==> config.mk <==
export PLATFORM = sky130hd
export DESIGN_NAME = axi_req_master
export DESIGN_NICKNAME = d
export VERILOG_FILES = /design/src/rtl/axi_req_master.sv
export SDC_FILE = /design/constraint.sdc
export NUM_CORES = 1
export LEC_CHECK = 0
export ABC_CLOCK_PERIOD_IN_PS = 2500
export BUFFER_PORTS_ARGS = -buffer_cell sky130_fd_sc_hd__buf_2
export CORE_AREA = 3 3 132 134
export DETAILED_ROUTE_END_ITERATION = 8
export DIE_AREA = 0 0 135 137
export GPL_ROUTABILITY_DRIVEN = 0
export HOLD_SLACK_MARGIN = 0.02
export SYNTH_ARGS = -nofsm -noshare
export SYNTH_HDL_FRONTEND = slang
export SYNTH_SLANG_ARGS = --single-unit
export TNS_END_PERCENT = 10
==> constraint.sdc <==
create_clock -name clk -period 2.5 [get_ports clk]
set_clock_uncertainty 0.2 [all_clocks]
set_input_delay 0.25 -clock clk [delete_from_list [all_inputs] [get_ports clk]]
set_output_delay 0.25 -clock clk [all_outputs]
set_load 0.05 [all_outputs]
==> src/rtl/axi_req_master.sv <==
// axi_req_master
// Single-outstanding AXI4 manager: converts one valid/ready load/store request
// into one single-beat AXI transaction and returns the completion on a
// valid/ready response port.
//
// Handshake rule used on every channel here: a transfer happens on a rising
// clock edge where valid and ready are both high; once valid is raised it stays
// high with a stable payload until that transfer.
//
// Ports
//   clk, rst            clock, asynchronous active-low reset
//   req_*               request channel (valid/ready, we, addr, size, wdata, wstrb)
//   resp_*              completion channel (valid/ready, rdata, err)
//   busy_o              high whenever the FSM is not IDLE
//   dbg_state_o         current FSM state (debug visibility)
//   axi_mosi_o          AXI manager -> subordinate signals
//   axi_miso_i          AXI subordinate -> manager signals

package amba_axi_pkg;
  localparam int AXI_ID_W = 4;

  typedef logic [2:0] axi_size_t;
  localparam axi_size_t AXI_SIZE_BYTE = 3'd0;
  localparam axi_size_t AXI_SIZE_HALF = 3'd1;
  localparam axi_size_t AXI_SIZE_WORD = 3'd2;

  typedef logic [1:0] axi_resp_t;
  localparam axi_resp_t AXI_RESP_OKAY   = 2'b00;
  localparam axi_resp_t AXI_RESP_EXOKAY = 2'b01;
  localparam axi_resp_t AXI_RESP_SLVERR = 2'b10;
  localparam axi_resp_t AXI_RESP_DECERR = 2'b11;

  localparam logic [1:0] AXI_BURST_INCR = 2'b01;

  typedef struct packed {
    logic                awvalid;
    logic [AXI_ID_W-1:0] awid;
    logic [31:0]         awaddr;
    logic [7:0]          awlen;
    axi_size_t           awsize;
    logic [1:0]          awburst;
    logic                awlock;
    logic [3:0]          awcache;
    logic [2:0]          awprot;
    logic [3:0]          awqos;
    logic [3:0]          awregion;
    logic                awuser;
    logic                wvalid;
    logic [31:0]         wdata;
    logic [3:0]          wstrb;
    logic                wlast;
    logic                wuser;
    logic                bready;
    logic                arvalid;
    logic [AXI_ID_W-1:0] arid;
    logic [31:0]         araddr;
    logic [7:0]          arlen;
    axi_size_t           arsize;
    logic [1:0]          arburst;
    logic                arlock;
    logic [3:0]          arcache;
    logic [2:0]          arprot;
    logic [3:0]          arqos;
    logic [3:0]          arregion;
    logic                aruser;
    logic                rready;
  } s_axi_mosi_t;

  typedef struct packed {
    logic                awready;
    logic                wready;
    logic                bvalid;
    logic [AXI_ID_W-1:0] bid;
    axi_resp_t           bresp;
    logic                arready;
    logic                rvalid;
    logic [AXI_ID_W-1:0] rid;
    logic [31:0]         rdata;
    axi_resp_t           rresp;
    logic                rlast;
  } s_axi_miso_t;
endpackage

module axi_req_master
  import amba_axi_pkg::*;
#(
  parameter logic [AXI_ID_W-1:0] AXI_ID = '0
) (
  input  logic        clk,
  input  logic        rst,
  input  logic        req_valid_i,
  output logic        req_ready_o,
  input  logic        req_we_i,
  input  logic [31:0] req_addr_i,
  input  axi_size_t   req_size_i,
  input  logic [31:0] req_wdata_i,
  input  logic [3:0]  req_wstrb_i,
  output logic        resp_valid_o,
  input  logic        resp_ready_i,
  output logic [31:0] resp_rdata_o,
  output logic        resp_err_o,
  output logic        busy_o,
  output logic [2:0]  dbg_state_o,
  output s_axi_mosi_t axi_mosi_o,
  input  s_axi_miso_t axi_miso_i
);

  typedef enum logic [2:0] {
    IDLE    = 3'd0,
    WR_REQ  = 3'd1,
    WR_RESP = 3'd2,
    RD_REQ  = 3'd3,
    RD_RESP = 3'd4,
    DONE    = 3'd5
  } state_t;

  state_t      state_q, state_d;
  logic        req_ready_q, req_ready_d;
  logic        busy_q, busy_d;
  logic        resp_valid_q, resp_valid_d;
  logic        aw_valid_q, aw_valid_d;
  logic        w_valid_q, w_valid_d;
  logic        ar_valid_q, ar_valid_d;
  logic        b_ready_q, b_ready_d;
  logic        r_ready_q, r_ready_d;
  logic [31:0] addr_q, addr_d;
  axi_size_t   size_q, size_d;
  logic [31:0] wdata_q, wdata_d;
  logic [3:0]  wstrb_q, wstrb_d;
  logic [31:0] rdata_q, rdata_d;
  logic        err_q, err_d;

  // A channel is done once its valid has dropped, or in the cycle its
  // handshake fires; this lets WR_REQ leave in the cycle of the last one.
  logic aw_done, w_done;
  assign aw_done = !aw_valid_q || axi_miso_i.awready;
  assign w_done  = !w_valid_q  || axi_miso_i.wready;

  always_comb begin
    state_d    = state_q;
    aw_valid_d = aw_valid_q;
    w_valid_d  = w_valid_q;
    ar_valid_d = ar_valid_q;
    b_ready_d  = b_ready_q;
    r_ready_d  = r_ready_q;
    addr_d     = addr_q;
    size_d     = size_q;
    wdata_d    = wdata_q;
    wstrb_d    = wstrb_q;
    rdata_d    = rdata_q;
    err_d      = err_q;

    case (state_q)
      IDLE: begin
        if (req_valid_i && req_ready_q) begin
          addr_d  = req_addr_i;
          size_d  = req_size_i;
          wdata_d = req_wdata_i;
          wstrb_d = req_wstrb_i;
          rdata_d = '0;
          err_d   = 1'b0;
          if (req_we_i) begin
            state_d    = WR_REQ;
            aw_valid_d = 1'b1;
            w_valid_d  = 1'b1;
          end else begin
            state_d    = RD_REQ;
            ar_valid_d = 1'b1;
          end
        end
      end
      WR_REQ: begin
        if (aw_valid_q && axi_miso_i.awready) aw_valid_d = 1'b0;
        if (w_valid_q && axi_miso_i.wready)   w_valid_d  = 1'b0;
        if (aw_done && w_done) begin
          state_d   = WR_RESP;
          b_ready_d = 1'b1;
        end
      end
      WR_RESP: begin
        if (b_ready_q && axi_miso_i.bvalid) begin
          state_d   = DONE;
          b_ready_d = 1'b0;
          rdata_d   = '0;
          err_d     = (axi_miso_i.bresp == AXI_RESP_SLVERR) ||
                      (axi_miso_i.bresp == AXI_RESP_DECERR) ||
                      (axi_miso_i.bid != AXI_ID);
        end
      end
      RD_REQ: begin
        if (ar_valid_q && axi_miso_i.arready) begin
          state_d    = RD_RESP;
          ar_valid_d = 1'b0;
          r_ready_d  = 1'b1;
        end
      end
      RD_RESP: begin
        if (r_ready_q && axi_miso_i.rvalid) begin
          state_d   = DONE;
          r_ready_d = 1'b0;
          rdata_d   = axi_miso_i.rdata;
          err_d     = (axi_miso_i.rresp == AXI_RESP_SLVERR) ||
                      (axi_miso_i.rresp == AXI_RESP_DECERR) ||
                      (axi_miso_i.rid != AXI_ID) ||
                      !axi_miso_i.rlast;
        end
      end
      DONE: begin
        if (resp_ready_i) state_d = IDLE;
      end
      default: begin
        state_d    = IDLE;
        aw_valid_d = 1'b0;
        w_valid_d  = 1'b0;
        ar_valid_d = 1'b0;
        b_ready_d  = 1'b0;
        r_ready_d  = 1'b0;
      end
    endcase

    // Status outputs are registered alongside the state so they read 0 in reset.
    req_ready_d  = (state_d == IDLE);
    busy_d       = (state_d != IDLE);
    resp_valid_d = (state_d == DONE);
  end

  always_ff @(posedge clk or negedge rst) begin
    if (!rst) begin
      state_q      <= IDLE;
      req_ready_q  <= 1'b0;
      busy_q       <= 1'b0;
      resp_valid_q <= 1'b0;
      aw_valid_q   <= 1'b0;
      w_valid_q    <= 1'b0;
      ar_valid_q   <= 1'b0;
      b_ready_q    <= 1'b0;
      r_ready_q    <= 1'b0;
      addr_q       <= '0;
      size_q       <= '0;
      wdata_q      <= '0;
      wstrb_q      <= '0;
      rdata_q      <= '0;
      err_q        <= 1'b0;
    end else begin
      state_q      <= state_d;
      req_ready_q  <= req_ready_d;
      busy_q       <= busy_d;
      resp_valid_q <= resp_valid_d;
      aw_valid_q   <= aw_valid_d;
      w_valid_q    <= w_valid_d;
      ar_valid_q   <= ar_valid_d;
      b_ready_q    <= b_ready_d;
      r_ready_q    <= r_ready_d;
      addr_q       <= addr_d;
      size_q       <= size_d;
      wdata_q      <= wdata_d;
      wstrb_q      <= wstrb_d;
      rdata_q      <= rdata_d;
      err_q        <= err_d;
    end
  end

  assign req_ready_o  = req_ready_q;
  assign resp_valid_o = resp_valid_q;
  assign resp_rdata_o = rdata_q;
  assign resp_err_o   = err_q;
  assign busy_o       = busy_q;
  assign dbg_state_o  = state_q;

  // Single-beat INCR transactions; unused attribute fields stay 0.
  always_comb begin
    axi_mosi_o         = '0;
    axi_mosi_o.awvalid = aw_valid_q;
    axi_mosi_o.awid    = AXI_ID;
    axi_mosi_o.awaddr  = addr_q;
    axi_mosi_o.awsize  = size_q;
    axi_mosi_o.awburst = AXI_BURST_INCR;
    axi_mosi_o.wvalid  = w_valid_q;
    axi_mosi_o.wdata   = wdata_q;
    axi_mosi_o.wstrb   = wstrb_q;
    axi_mosi_o.wlast   = w_valid_q;
    axi_mosi_o.bready  = b_ready_q;
    axi_mosi_o.arvalid = ar_valid_q;
    axi_mosi_o.arid    = AXI_ID;
    axi_mosi_o.araddr  = addr_q;
    axi_mosi_o.arsize  = size_q;
    axi_mosi_o.arburst = AXI_BURST_INCR;
    axi_mosi_o.rready  = r_ready_q;
  end

endmodule

### Yosys cells after proc, flatten, opt, wreduce, memory -nomap -nowiden

Cells that the tools add are included.

| cells by class | value |
|---|---|
| equal/unequal tests | 19 |
| multiplexer cells | 32 |
| bitwise operators | 4 |
| reduce and logical (&&, ||, !) cells | 34 |

Operators by type and width:

| operator | number |
|---|---|
| two-way mux 32 bit | 3 |
| one-hot mux 32 bit (3 select lines) | 1 |
| two-way mux 3 bit | 6 |
| inequality test 2 bit, second input constant | 9 |
| one-hot mux 1 bit (3 select lines) | 6 |
| one-hot mux 3 bit (6 select lines) | 1 |
| AND reduction 4 bit | 4 |
| OR reduction 4 bit | 4 |
| two-way mux 1 bit | 14 |
| == test 3 bit, second input constant | 3 |
| == test 2 bit, second input constant | 4 |
| nonzero test 4 bit | 2 |
| logical AND 1 bit | 7 |
| logical OR 1 bit | 7 |
| == test 3 x 2 -> 1 bit, second input constant | 2 |
| zero test 3 bit | 2 |
| AND reduction 3 bit | 2 |
| nonzero test 3 bit | 2 |
| inverter 1 bit | 4 |
| == test 3 x 1 -> 1 bit, second input constant | 1 |
| zero test 1 bit | 3 |
| two-way mux 2 bit | 1 |
| AND reduction 2 bit | 1 |

| word-level totals | value |
|---|---|
| register bits | 115 |
| input bits | 126 |
| output and inout bits | 214 |

### Depth between registers and ports, before layout

Gate-level depths: netlist (run 1).

| depth | value |
|---|---|
| word-level depth | 6 |
| depth in mapped cells | 7 |
| depth with buffers taken out | 4 |

### Worst setup path before layout (run 1)

OpenSTA, ideal clock, no wires.

| timing | value |
|---|---|
| kind | reg2reg |
| from | register state_q[0], in the netlist dbg_state_o[0] |
| to | register addr_q[0] |
| setup time | 0.125 ns |
| data arrival time | 1.781 ns |
| required time | 2.175 ns |
| path slack | 0.394 ns |
| cell stages (with the launch flop) | 7 |
| path buffers | 3 |
| period minus slack after synthesis | 2.106 ns |
| path through | dfrtp_1 > buf_2 > nor2b_1 > nand3_1 > buf_2 > buf_2 > mux2_2 |

| between the ends | value |
|---|---|
| word-level cells in the longest chain between the ends | 2 |

Ends and longest elaborated chain:

| element | line | text |
|---|---|---|
| start, declared | 117 | `state_t state_q, state_d;` |
| start signal, assigned | 245 | `state_q <= state_d;` |
| zero test 3 bit | 153 | `case (state_q)` |
| AND reduction 2 bit (no source line) | n/a |  |
| end signal, assigned | 254 | `addr_q <= addr_d;` |
| end, declared | 126 | `logic [31:0] addr_q, addr_d;` |

Every way passes these cells.
A chain may end at the register's enable or synchronous reset.

### Worst setup path in the final report (run 1)

| timing | value |
|---|---|
| from | register state_q[2], in the netlist dbg_state_o[2] |
| to | register rdata_q[18], in the netlist resp_rdata_o[18] |

| between the ends | value |
|---|---|
| word-level cells in the longest chain between the ends | 3 |
| elaborated cells between the ends (all ways) | 9 |
| classes of those cells | eq/ne: 5; mux: 1; reduce/logical: 3 |

Ends and longest elaborated chain:

| element | line | text |
|---|---|---|
| == test 3 bit (tied with other cells) | 153 |  |
| inequality test 2 bit (no source line) or nonzero test 3 bit (tied branches) | n/a |  |
| AND reduction 4 bit (no source line) | n/a |  |
| end signal, assigned | 258 | `rdata_q <= rdata_d;` |
| end, declared | 130 | `logic [31:0] rdata_q, rdata_d;` |

Parallel ways exist; a longest one is shown, timed or not.

==> impl_summary.md, run 1 <==
Clock network
The maximum level of the CTS H-tree is 4. The CTS root buffer is sky130_fd_sc_hd__clkbuf_16. The number of gates resized after cts is 0.

The CTS tree is built. The clock-pin slew reported for the worst setup and hold paths after clock tree synthesis is 0.06 ns. For this design, the CTS-stage hold fixing added 109 buffers.

The number of clock sinks is 115. Buffers inserted during clock tree synthesis total 17. The number of setup buffers added after CTS is 0. The worst-case clock buffer depth is 2.

For the worst-skew pair, the clock arrives at the later sink with an insertion delay of 0.41 ns.

Floorplan
From left edge to right edge, the die measures 135 um. The area of the core is 0.0164 mm^2. 340 I/O pins were placed. In this run the core area contains 47 standard-cell rows. The starting density of the core is 31.8%. Measured along the y axis, the die boundary spans 137 um.

The total die area is 0.0185 mm^2.

Worst hold path
The tightest min-delay check is of the in -> reg type.

Yosys
The total of flip-flops plus latches after synthesis is 115. The async set-or-reset flop fraction in the synthesized netlist is 100%. Of all cell types, the one taking the most synthesized area is sky130_fd_sc_hd__dfrtp_1. In this run the biggest area consumer among cell types represents 55.2% of the synthesized area. In this run the mean area of a mapped cell was 13.1 um^2. The cell count after synthesis is 398. The most instantiated flip-flop cell in the synthesis netlist is sky130_fd_sc_hd__dfrtp_1. The number of warning messages in the yosys log is 0. Summing every instance area after synthesis gives 0.00522 mm^2. In this run, synthesis inferred 0 flip-flops with an integrated enable. Yosys attributes the largest share of cell area to sky130_fd_sc_hd__dfrtp_1, sky130_fd_sc_hd__mux2_2, sky130_fd_sc_hd__buf_4.

Sequential elements use 55.2% of the synthesized area. The netlist uses 37 different library cells.

Global route
After global routing the overflow that remains totals 0. The via count of the first global-routing pass is 4457. The number of antenna violations at the first check in global routing is 0. In the global route stage, overall resource usage came out at 15.3%. The wire length of the first global-routing pass is 22200 um. Entering global routing, the biggest net connects 59 pins.

STA
After routing, the total negative slack on setup checks comes to 0 ns. The achievable frequency is 455 MHz. Setup repair after global routing left no endpoint under its margin. The final number of max-transition violations is 0.

On the final layout, the worst hold slack is 0.0440 ns. The final critical delay including setup and external delays is 2.20 ns. The setup-violating endpoint count in the final report is 0. The final-report hold violation count was 0. The worst path uses 87.9% of the clock period. At the pin with the least slew margin, the transition time is 0.568 ns.

The relative slew slack is 62.1%.

Drt
Before antenna repair, the detailed router went through 4 iterations. The first routing iteration left 130 violations. The post-detailed-route count of antenna-violating nets is 0. The final layout contains routed wiring with a total length of 14900 um. After detailed routing, the number of remaining DRC violations is 0. After detailed routing, the number of vias per cell comes to 4.27. After detailed routing, the average wire length per cell comes to 15.2 um.

Across all layers, the routed design uses 4179 vias.

Worst setup path
Along the worst path, the maximum fanout reaches 28. At the worst endpoint, the required time is 2.59 ns. The worst setup path is launched from a flop. The critical path class is reg -> reg.

Data on the critical path arrives at its endpoint at 2.29 ns. STA classifies the critical path endpoint as a flop.

Final layout
Leaving out fill and tap cells, the most frequent cell in the layout is sky130_fd_sc_hd__buf_2. Once layout is complete, the utilization of the core stands at 48.2%. Cells with a size suffix above 1 make up 51.1% of the layout. Leaving out fill and tap cells, the most frequent cells in the layout are sky130_fd_sc_hd__buf_2, sky130_fd_sc_hd__dfrtp_1, sky130_fd_sc_hd__dlygate4sd3_1. The final-stage net count is 871. 0 antenna diodes ended up in the layout. The count of fill cells added during filler insertion is 1455.

The area growth from synthesis to layout is 51.8%.

Job
The max-capacitance violation count is 0.

Power and ir drop
The reported leakage power is 0.00408 uW. Across the VDD grid, the largest voltage drop is 1.16 mV. The areal power density over the cells is 1570 mW/mm^2. The total power consumption of the routed design is 12500 uW.

Outcome
The run finished with clean final reports.

Placement
The number of buffers added on ports is 274. Summed over all nets, the half-perimeter wirelength after detailed placement is 10100 um.
==> registers in the layout, summed over array words and instances, names as in the netlist, 3 cells and up <==
name	cells
addr_q	32
resp_rdata_o	32
wdata_q	32
wstrb_q	4
dbg_state_o	3
size_q	3
==> per-layer routing <==
metal / up-vias / track usage (%) / routed length, um
li1: 1921 / - / -
met1: 2041 / 16.2 / 5390
met2: 197 / 28.6 / 8210
met3: 20 / 4.74 / 1060
met4: 0 / 5.43 / 238
met5: - / 0 / 0
==> per-stage QoR <==
stage	instances	area (um^2)	worst slack [ns]
after floorplan	459	5450	0.394
after global placement	837	6280	0.371
after detailed placement	837	6280	0.329
after CTS	978	7920	0.327
after global routing	978	7920	0.225
final	978	7920	0.304
==> power by group <==
part	total [uW]	leakage, uW	switching, uW	internal, uW
Clock	2210	0.000261	858	1350
Sequential	3210	0.00144	544	2660
Combinational	7040	0.00238	5290	1750
Total	12500	0.00408	6690	5770
==> critical path, cell delays in order, from the launching register on <==
cell,delay (ns)
sky130_fd_sc_hd__dfrtp_1,0.54
sky130_fd_sc_hd__nand2b_1,0.27
sky130_fd_sc_hd__o21a_1,0.14
sky130_fd_sc_hd__a221o_2,0.43
sky130_fd_sc_hd__buf_4,0.26
sky130_fd_sc_hd__a22o_1,0.22
==> worst paths after layout <==
path                                        startpoint                            to  slack (ns)  depth (start not counted)
hold / removal                          axi_miso_i[42]        resp_err_o$_DFFE_PN0P_        0.04                          4
setup reg to reg              dbg_state_o[2]$_DFF_PN0_  resp_rdata_o[18]$_DFFE_PN0P_        0.30                          5
setup / recovery              dbg_state_o[2]$_DFF_PN0_  resp_rdata_o[18]$_DFFE_PN0P_        0.30                          5
min in group asynchronous                          rst       wdata_q[26]$_DFFE_PN0P_        0.17                          2
max in group asynchronous                          rst        addr_q[14]$_DFFE_PN0P_        1.21                          3
hold reg to reg            resp_rdata_o[3]$_DFFE_PN0P_   resp_rdata_o[3]$_DFFE_PN0P_        0.29                          1
==> synthesized netlist by cell type, drive strengths merged, types with 2 or more instances <==
cell type	n
nor3	2
a22o	33
a21oi	2
nand3	2
a31o	2
nand2	7
dfrtp	115
a32oi	2
o21ai	8
mux2	72
a31oi	2
conb	2
nor2b	3
nor2	3
nand2b	3
nor3b	3
buf	121
==> final cells by class <==
class,count,area [um^2],share of cell area (%)
Timing Repair Buffer,389,2530,32.0
Multi-Input combinational cell,221,1680,21.2
Clock inverter,14,116,1.47
Inverter,1,3.75,0.0474
Clock buffer,18,429,5.42
Tap cell,220,275,3.48
Sequential cell,115,2880,36.4
==> kinds of logic (layout without fill, tap and decap cells) <==
group	count (synthesis)	after routing	synth area share (%)
AO/OA/AOI/OAI	55	55	8.35
buffers and inverters	123	422	17.3
flip-flops	115	115	55.2
multiplexers	72	72	15.5
other	2	63	0.144
AND/OR/NAND/NOR	31	31	3.53
Power figures use the tool's default switching activity.
==> inputs of run 2 (changes only) <==
--- a/config.mk
+++ b/config.mk
@@ -7,9 +7,11 @@
 export LEC_CHECK = 0
+export ABC_AREA = 1
 export ABC_CLOCK_PERIOD_IN_PS = 2500
 export BUFFER_PORTS_ARGS = -buffer_cell sky130_fd_sc_hd__buf_2
-export CORE_AREA = 3 3 132 134
+export CORE_AREA = 3 3 131 133
 export DETAILED_ROUTE_END_ITERATION = 8
-export DIE_AREA = 0 0 135 137
+export DIE_AREA = 0 0 134 136
 export GPL_ROUTABILITY_DRIVEN = 0
 export HOLD_SLACK_MARGIN = 0.02
+export PLACE_DENSITY = 0.66
 export SYNTH_ARGS = -nofsm -noshare
--- a/constraint.sdc
+++ b/constraint.sdc
@@ -4,2 +4,2 @@
 set_output_delay 0.25 -clock clk [all_outputs]
-set_load 0.05 [all_outputs]
+set_load 0.01 [all_outputs]
==> run 2 against run 1 <==
Utilization grew 3.7 points. Global-route usage rose by 2.0 points. Sequential power shrank 7.5%. Count of clock-buffer cells in the layout is the same. Clock power increased by 14%. Routed wire length up 10%. Non-clock buffer count grew 1. Sequential share of layout area is 1.6 points lower. Largest cell class unchanged. Largest power group unchanged.
==> impl_summary.md, run 2 <==
Worst setup path
The critical path launch point type is a flop. The worst path required time is 2.64 ns (+0.05 ns). The worst path arrival time is 2.47 ns (+0.18 ns). The critical path is of the reg -> reg type. The top cell family by delay on the critical path is buffers and inverters. The largest incremental delay on the critical path is 0.54 ns (about the same). The worst register-to-register path begins at dbg_state_o[0]$_DFF_PN0_. The most critical setup path has its startpoint at dbg_state_o[0]$_DFF_PN0_. The buffering stage count on the worst path with inverters included is 2 (+1). For this design, the slowest cell found on the critical path is sky130_fd_sc_hd__dlygate4sd3_1.

The peak fanout along the critical path is 72 (+160%). The worst setup path is captured at a flop. The critical path goes through nor2_4 -> nand2_2 -> nor2_8 -> buf_12 -> o211ai_1 -> nand2_1 -> dlygate4sd3_1.

STA
The final critical delay including setup and external delays is 2.34 ns (+0.140 ns). The final number of max-transition violations is 0 (unchanged). The transition time at the pin with the least slew margin was 0.558 ns (-0.00962 ns). The worst setup margin was 0.163 ns (-0.140 ns). The post-route clock period utilization is 93.5% (+5.6 points).

The final-report hold violation count is 0 (unchanged). The achievable frequency is 428 MHz (-6.0%). The sum of negative setup slack was 0 ns (unchanged). The worst hold-check slack is 0.0435 ns (-0.000522 ns). The setup-violating endpoint count in the final report is 0 (unchanged). The relative slew slack came to 62.8% (+0.64 points). Setup repair after global routing left no endpoint under its margin.

Final layout
The final-stage net count is 1136 (+30%). Relative to the synthesized area, the layout overhead comes to 49.1%. The diode insertion count for antenna repair came to 0 (unchanged). The register area is 0.00288 mm^2 (unchanged).

Leaving out fill and tap cells, the most frequent cells in the layout are sky130_fd_sc_hd__nand2_1, sky130_fd_sc_hd__buf_2, sky130_fd_sc_hd__dfrtp_1. The share of post-route cells with drive strength above 1 is 31.4% (-20 points). The count of fill cells added during filler insertion is 1516 (+4.2%). The commonest non-fill, non-tap cell in the layout is sky130_fd_sc_hd__nand2_1.

The area used by multi-input combinational logic is 0.00189 mm^2 (+13%).

Yosys
By count the netlist is led by sky130_fd_sc_hd__nand2_1, sky130_fd_sc_hd__dfrtp_1, sky130_fd_sc_hd__buf_4. In the synthesized netlist the dominant register cell turns out to be sky130_fd_sc_hd__dfrtp_1. The number of warning messages in the yosys log is 0 (unchanged). The async set-or-reset flop fraction in the synthesized netlist is 100% (unchanged). By instance count, the leading cell after synthesis is sky130_fd_sc_hd__nand2_1. By area the synthesized netlist is led by sky130_fd_sc_hd__dfrtp_1, sky130_fd_sc_hd__nand2_1, sky130_fd_sc_hd__buf_4. The total of flip-flops plus latches after synthesis is 115 (unchanged). The cell count after synthesis came to 670 (+68%). The total standard cell area after synthesis is 0.00556 mm^2 (+6.5%).

The top cell type by total area after synthesis is sky130_fd_sc_hd__dfrtp_1. The sequential element share of the synthesized area came to 51.8% (-3.4 points). The synthesized area per cell is 8.29 um^2 (-37%). The portion of synthesized cell area occupied by the leading cell type is 51.8% (-3.4 points). The number of distinct library cells after synthesis is 23 (-38%).

The number of flops mapped to enable cells by yosys was 0 (unchanged).

Drt
The wire length per cell is 13.3 um (-13%). The number of DRC markers after the initial detailed-route iteration is 195 (+50%). The number of search-and-repair iterations in the first detailed-routing pass is 5 (+1). The post-detailed-route count of antenna-violating nets is 0 (unchanged). The total via count in the routed design is 5281 (+26%).

The detail-routed via count per cell is 4.27 (-0.17%). The final routed wirelength across all metal layers was 16400 um (+10%). The DRC violation count after routing is 0 (unchanged).

Global route
The pin count of the biggest net entering global routing was 73 (+24%). The total grt overflow is 0 (unchanged). The wire length of the first global-routing pass came to 25200 um (+14%). The number of antenna violations at the first check in global routing is 0 (unchanged). The via count of the first global-routing pass came to 5000 (+12%).

The global-route usage over all layers was 17.3% (+2.0 points).

Floorplan
The area of the core is 0.0159 mm^2 (-2.8%). The total die area came to 0.0182 mm^2 (-1.5%). The die boundary width is 134 um (-0.74%). The number of placement rows is 46 (-2.1%). The height of the die is 136 um (-0.73%). The starting density of the core is 34.9% (+3.1 points). The top-level I/O count came to 340 (unchanged).

Placement
The estimated wirelength of the detail-placed design was 11000 um (+8.0%). The worst slack at placement is 0.575 ns (+0.246 ns). The number of buffers added on ports is 274 (unchanged).

Clock network
The insertion delay of the later-clocked pin in the worst-skew pair was 0.40 ns (about the same). The worst-case clock buffer depth came to 2 (unchanged). The number of clock sinks is 115 (unchanged). The count of buffers added by post-CTS timing repair for setup is 0 (unchanged).

The clock-pin slew reported for the worst setup and hold paths after clock tree synthesis came to 0.05 ns (about the same). TritonCTS built the clock tree. The TritonCTS buffer count is 17 (unchanged). The CTS root buffer is sky130_fd_sc_hd__clkbuf_16. The maximum level of the CTS H-tree is 4 (unchanged).

Power and ir drop
The reported leakage power came to 0.00491 uW (+20%). The areal power density over the cells is 1090 mW/mm^2 (-31%). The peak supply drop is 0.576 mV (-50%). The total power consumption of the routed design came to 9000 uW (-28%).

Outcome
The run finished with clean final reports.

Worst hold path
The class of the tightest hold or removal check is in -> reg. The startpoint identified for the worst hold timing path is axi_miso_i[36].

Job
The max-capacitance violation count is 0 (unchanged).
[run 2: cell types whose count changed after synthesis, sizes merged, moves of 16 or more]
cell / delta
nand2: +312
mux2: -72
a22o: -33
o21ai: +32
nor2: +26
inv: +16
[run 2: worst paths after layout]
check                           cells past startpoint  slack (ns)                     endpoint
worst max register to register                      7        0.16        w_valid_q$_DFFE_PN0P_
max in group asynchronous                           3        1.18  resp_rdata_o[6]$_DFFE_PN0P_
worst min register to register                      2        0.26      wdata_q[26]$_DFFE_PN0P_
worst min-delay path                                7        0.04       resp_err_o$_DFFE_PN0P_
worst max-delay path                                7        0.16        w_valid_q$_DFFE_PN0P_
min in group asynchronous                           3        0.22       addr_q[12]$_DFFE_PN0P_
[run 2: what timing repair did]
item                                   CTS  global route
endpoints found under the hold margin  222             0
hold buffers                           109             0
resized for setup                        0             0
[run 2: cell type report]
cell class	instances	share of cell area (%)
multi-input cells	469	22.8
clock inverters	13	2.22
flip-flops and latches	115	34.7
well taps	216	3.26
clock buffers	18	5.18
repair buffers	390	31.0
inverters	17	0.800
[run 2: stage by stage]
| step | instance area (um^2) | utilization (%) | instances |
|---|---|---|---|
| final | 8290 | 52.0 | 1238 |
| after floorplan | 5790 | - | 731 |
| after global routing | 8290 | 52.0 | 1238 |
| after CTS | 8290 | 52.0 | 1238 |
| after global placement | 6580 | 41.3 | 1098 |
| after detailed placement | 6580 | 41.3 | 1098 |
[run 2: routing by layer]
layer  vias up  track usage (%)  part of all wire [%]
met3        32             3.44                   6.0
met1      2459             19.9                    40
met5         -                0                     0
met2       218             31.2                    52
met4         0             7.60                   2.7
li1       2572                -                     -
[run 2: worst reg2reg max path, stage by stage (launching register included)]
cell and delay [ns]:
sky130_fd_sc_hd__dfrtp_1 0.53, sky130_fd_sc_hd__nor2_4 0.18, sky130_fd_sc_hd__nand2_2 0.12, sky130_fd_sc_hd__nor2_8 0.15, sky130_fd_sc_hd__buf_12 0.29, sky130_fd_sc_hd__o211ai_1 0.17, sky130_fd_sc_hd__nand2_1 0.09, sky130_fd_sc_hd__dlygate4sd3_1 0.54
[run 2: logic make-up (layout without fill, tap and decap cells)]
logic type,after synthesis,in the layout,share of synthesized area [%]
and+or+nand+nor,362,362,25.7
buffers and inverters,147,438,18.3
AOI/OAI and AO/OA,43,43,3.92
other,2,63,0.135
xor gates and xnor gates,1,1,0.158
DFF,115,115,51.8
[run 2: where the power goes]
| part | switching [uW] | internal [uW] |
|---|---|---|
| logic | 2160 | 1340 |
| registers | 462 | 2510 |
| clock network | 864 | 1660 |
==> inputs of run 3 (changes only) <==
- CTS_BUF_LIST: not set -> sky130_fd_sc_hd__clkbuf_4 sky130_fd_sc_hd__clkbuf_8 sky130_fd_sc_hd__clkbuf_16
==> run 3 against run 2 <==
Non-clock buffer count unchanged. Flip-flop and latch count unchanged. Register-to-register slack about the same. Clock power about the same. First-iteration DRC count increased by 5.1%. Largest power group unchanged.
==> impl_summary.md, run 3 (same netlist as run 2, synthesis figures left out) <==
Global route
The global routing met1 resource utilization is 19.9% (unchanged). The total grt overflow is 0 (unchanged). The met3 demand-to-capacity share in global routing was 3.44% (unchanged). The via count of the first global-routing pass came to 5000 (unchanged). The met2 capacity usage during global routing was 31.2% (unchanged). The layer carrying the most global-route usage is met2. The number of antenna violations at the first check in global routing came to 0 (unchanged). The global-route usage over all layers is 17.3% (unchanged).

The wire length of the first global-routing pass is 25200 um (unchanged). The pin count of the biggest net entering global routing is 73 (unchanged).

Drt
The wire length per cell came to 13.3 um (about the same). The post-detailed-route count of antenna-violating nets is 0 (unchanged). The number of DRC markers after the initial detailed-route iteration came to 205 (+5.1%). The DRC violation count after routing is 0 (unchanged).

The number of search-and-repair iterations in the first detailed-routing pass is 5 (unchanged). The total via count in the routed design is 5280 (-0.019%). The final routed wirelength across all metal layers is 16400 um (about the same). The detail-routed via count per cell is 4.26 (about the same).

STA
The final number of max-transition violations is 0 (unchanged). The worst hold-check slack is 0.0438 ns (+0.000239 ns). The sum of negative setup slack is 0 ns (unchanged). The achievable frequency was 427 MHz (-0.14%). Setup repair after global routing left no endpoint under its margin. The transition time at the pin with the least slew margin is 0.559 ns (+0.000397 ns). The final critical delay including setup and external delays was 2.34 ns (+0.00332 ns). The setup-violating endpoint count in the final report is 0 (unchanged). The relative slew slack was 62.8% (about the same). The post-route clock period utilization is 93.6% (+0.13 points).

The final-report hold violation count came to 0 (unchanged).

Clock network
The number of gates resized after cts is 0 (unchanged). The TritonCTS buffer count is 17 (unchanged). The maximum level of the CTS H-tree is 4 (unchanged). The number of clock sinks is 115 (unchanged). The CTS root buffer is sky130_fd_sc_hd__clkbuf_16. The CTS tree is built. The clock-pin slew reported for the worst setup and hold paths after clock tree synthesis is 0.05 ns (about the same).

The insertion delay of the later-clocked pin in the worst-skew pair is 0.40 ns (about the same). The worst-case clock buffer depth is 2 (unchanged).

Outcome
The run finished with clean final reports.

Job
The max-capacitance violation count was 0 (unchanged).

Floorplan
The height of the die came to 136 um (unchanged). The top-level I/O count was 340 (unchanged). The starting density of the core is 34.9% (unchanged). The die boundary width is 134 um (unchanged). The number of placement rows is 46 (unchanged). The area of the core came to 0.0159 mm^2 (unchanged). The total die area was 0.0182 mm^2 (unchanged).

Power and ir drop
The areal power density over the cells came to 1090 mW/mm^2 (about the same). The peak supply drop came to 0.576 mV (about the same). The total power consumption of the routed design was 9010 uW (+0.11%). The reported leakage power is 0.00491 uW (about the same).

Worst setup path
STA classifies the critical path endpoint as a flop. The critical path launch point type is a flop. The critical path class is reg -> reg.

The worst path arrival time is 2.48 ns (about the same). The peak fanout along the critical path was 72 (unchanged). The worst path required time is 2.64 ns (about the same).

Final layout
The final design utilization is 52.0% (about the same). In the layout the commonest cells are sky130_fd_sc_hd__nand2_1, sky130_fd_sc_hd__buf_2, sky130_fd_sc_hd__dfrtp_1. The share of post-route cells with drive strength above 1 is 31.5% (+0.098 points). The count of fill cells added during filler insertion was 1515 (-0.066%). The final-stage net count is 1136 (unchanged). The area growth from synthesis to layout came to 49.2% (about the same). Leaving out fill and tap cells, the most frequent cell in the layout is sky130_fd_sc_hd__nand2_1. The diode insertion count for antenna repair is 0 (unchanged). The final cell area excluding filler cells is 0.00829 mm^2 (about the same).

Placement
The estimated wirelength of the detail-placed design is 11000 um (unchanged). The number of buffers added on ports is 274 (unchanged). The post-placement cell area is 0.00658 mm^2 (unchanged).

Worst hold path
The class of the tightest hold or removal check is in -> reg.
## run 3: changes by cell type in the layout (fill, tap and decap cells not counted)
cell / change
sky130_fd_sc_hd__clkbuf_4: +1
sky130_fd_sc_hd__clkbuf_1: -1
## run 3: cell type report
class | instances | area [um^2] | share of cell area, %
clock buffer | 18 | 433 | 5.22
clock inverter | 13 | 184 | 2.22
inverter | 17 | 66.3 | 0.800
multi-input combinational | 469 | 1890 | 22.8
sequential | 115 | 2880 | 34.7
tap | 216 | 270 | 3.26
timing repair buffer | 390 | 2570 | 31.0
## run 3: metrics by stage
| step | cells | setup slack (ns) |
|---|---|---|
| 4_1_cts | 1238 | 0.112 |
| 2_1_floorplan | 731 | 0.912 |
| 3_3_place_gp | 1098 | 0.560 |
| 5_1_grt | 1238 | 0.00123 |
| 3_5_place_dp | 1098 | 0.575 |
| 6_report | 1238 | 0.160 |
## run 3: what timing repair did
action,CTS,global route
buffers inserted,0,0
hold buffers,109,0
hold endpoints to repair,222,0
## run 3: power by group
part	leakage (uW)	internal [uW]	total, uW	switching (uW)
registers	0.00149	2510	2970	462
logic	0.00312	1340	3500	2160
clock network	0.000296	1670	2540	864
total	0.00491	5520	9010	3490
## run 3: worst max-delay path: stages, from the launching register on
cell and delay [ns]:
sky130_fd_sc_hd__dfrtp_1 0.53, sky130_fd_sc_hd__nor2_4 0.18, sky130_fd_sc_hd__nand2_2 0.12, sky130_fd_sc_hd__nor2_8 0.14, sky130_fd_sc_hd__buf_12 0.29, sky130_fd_sc_hd__o211ai_1 0.17, sky130_fd_sc_hd__nand2_1 0.09, sky130_fd_sc_hd__dlygate4sd3_1 0.54
## run 3: path summary, 6_finish.rpt
path	from	end	slack, ns	depth (start not counted)
worst max-delay path	dbg_state_o[0]$_DFF_PN0_	w_valid_q$_DFFE_PN0P_	0.16	7
worst min-delay path	axi_miso_i[36]	resp_err_o$_DFFE_PN0P_	0.04	7
worst max register to register	dbg_state_o[0]$_DFF_PN0_	w_valid_q$_DFFE_PN0P_	0.16	7
worst min register to register	wdata_q[26]$_DFFE_PN0P_	wdata_q[26]$_DFFE_PN0P_	0.26	2
max in group asynchronous	rst	resp_rdata_o[6]$_DFFE_PN0P_	1.18	3
min in group asynchronous	rst	addr_q[12]$_DFFE_PN0P_	0.22	3
## run 3: per-layer routing
metal  vias to the layer above  share of wire [%]
li1                       2572                  -
met1                      2460                 40
met2                       216                 52
met3                        32                6.1
met4                         0                2.7
met5                         -                  0
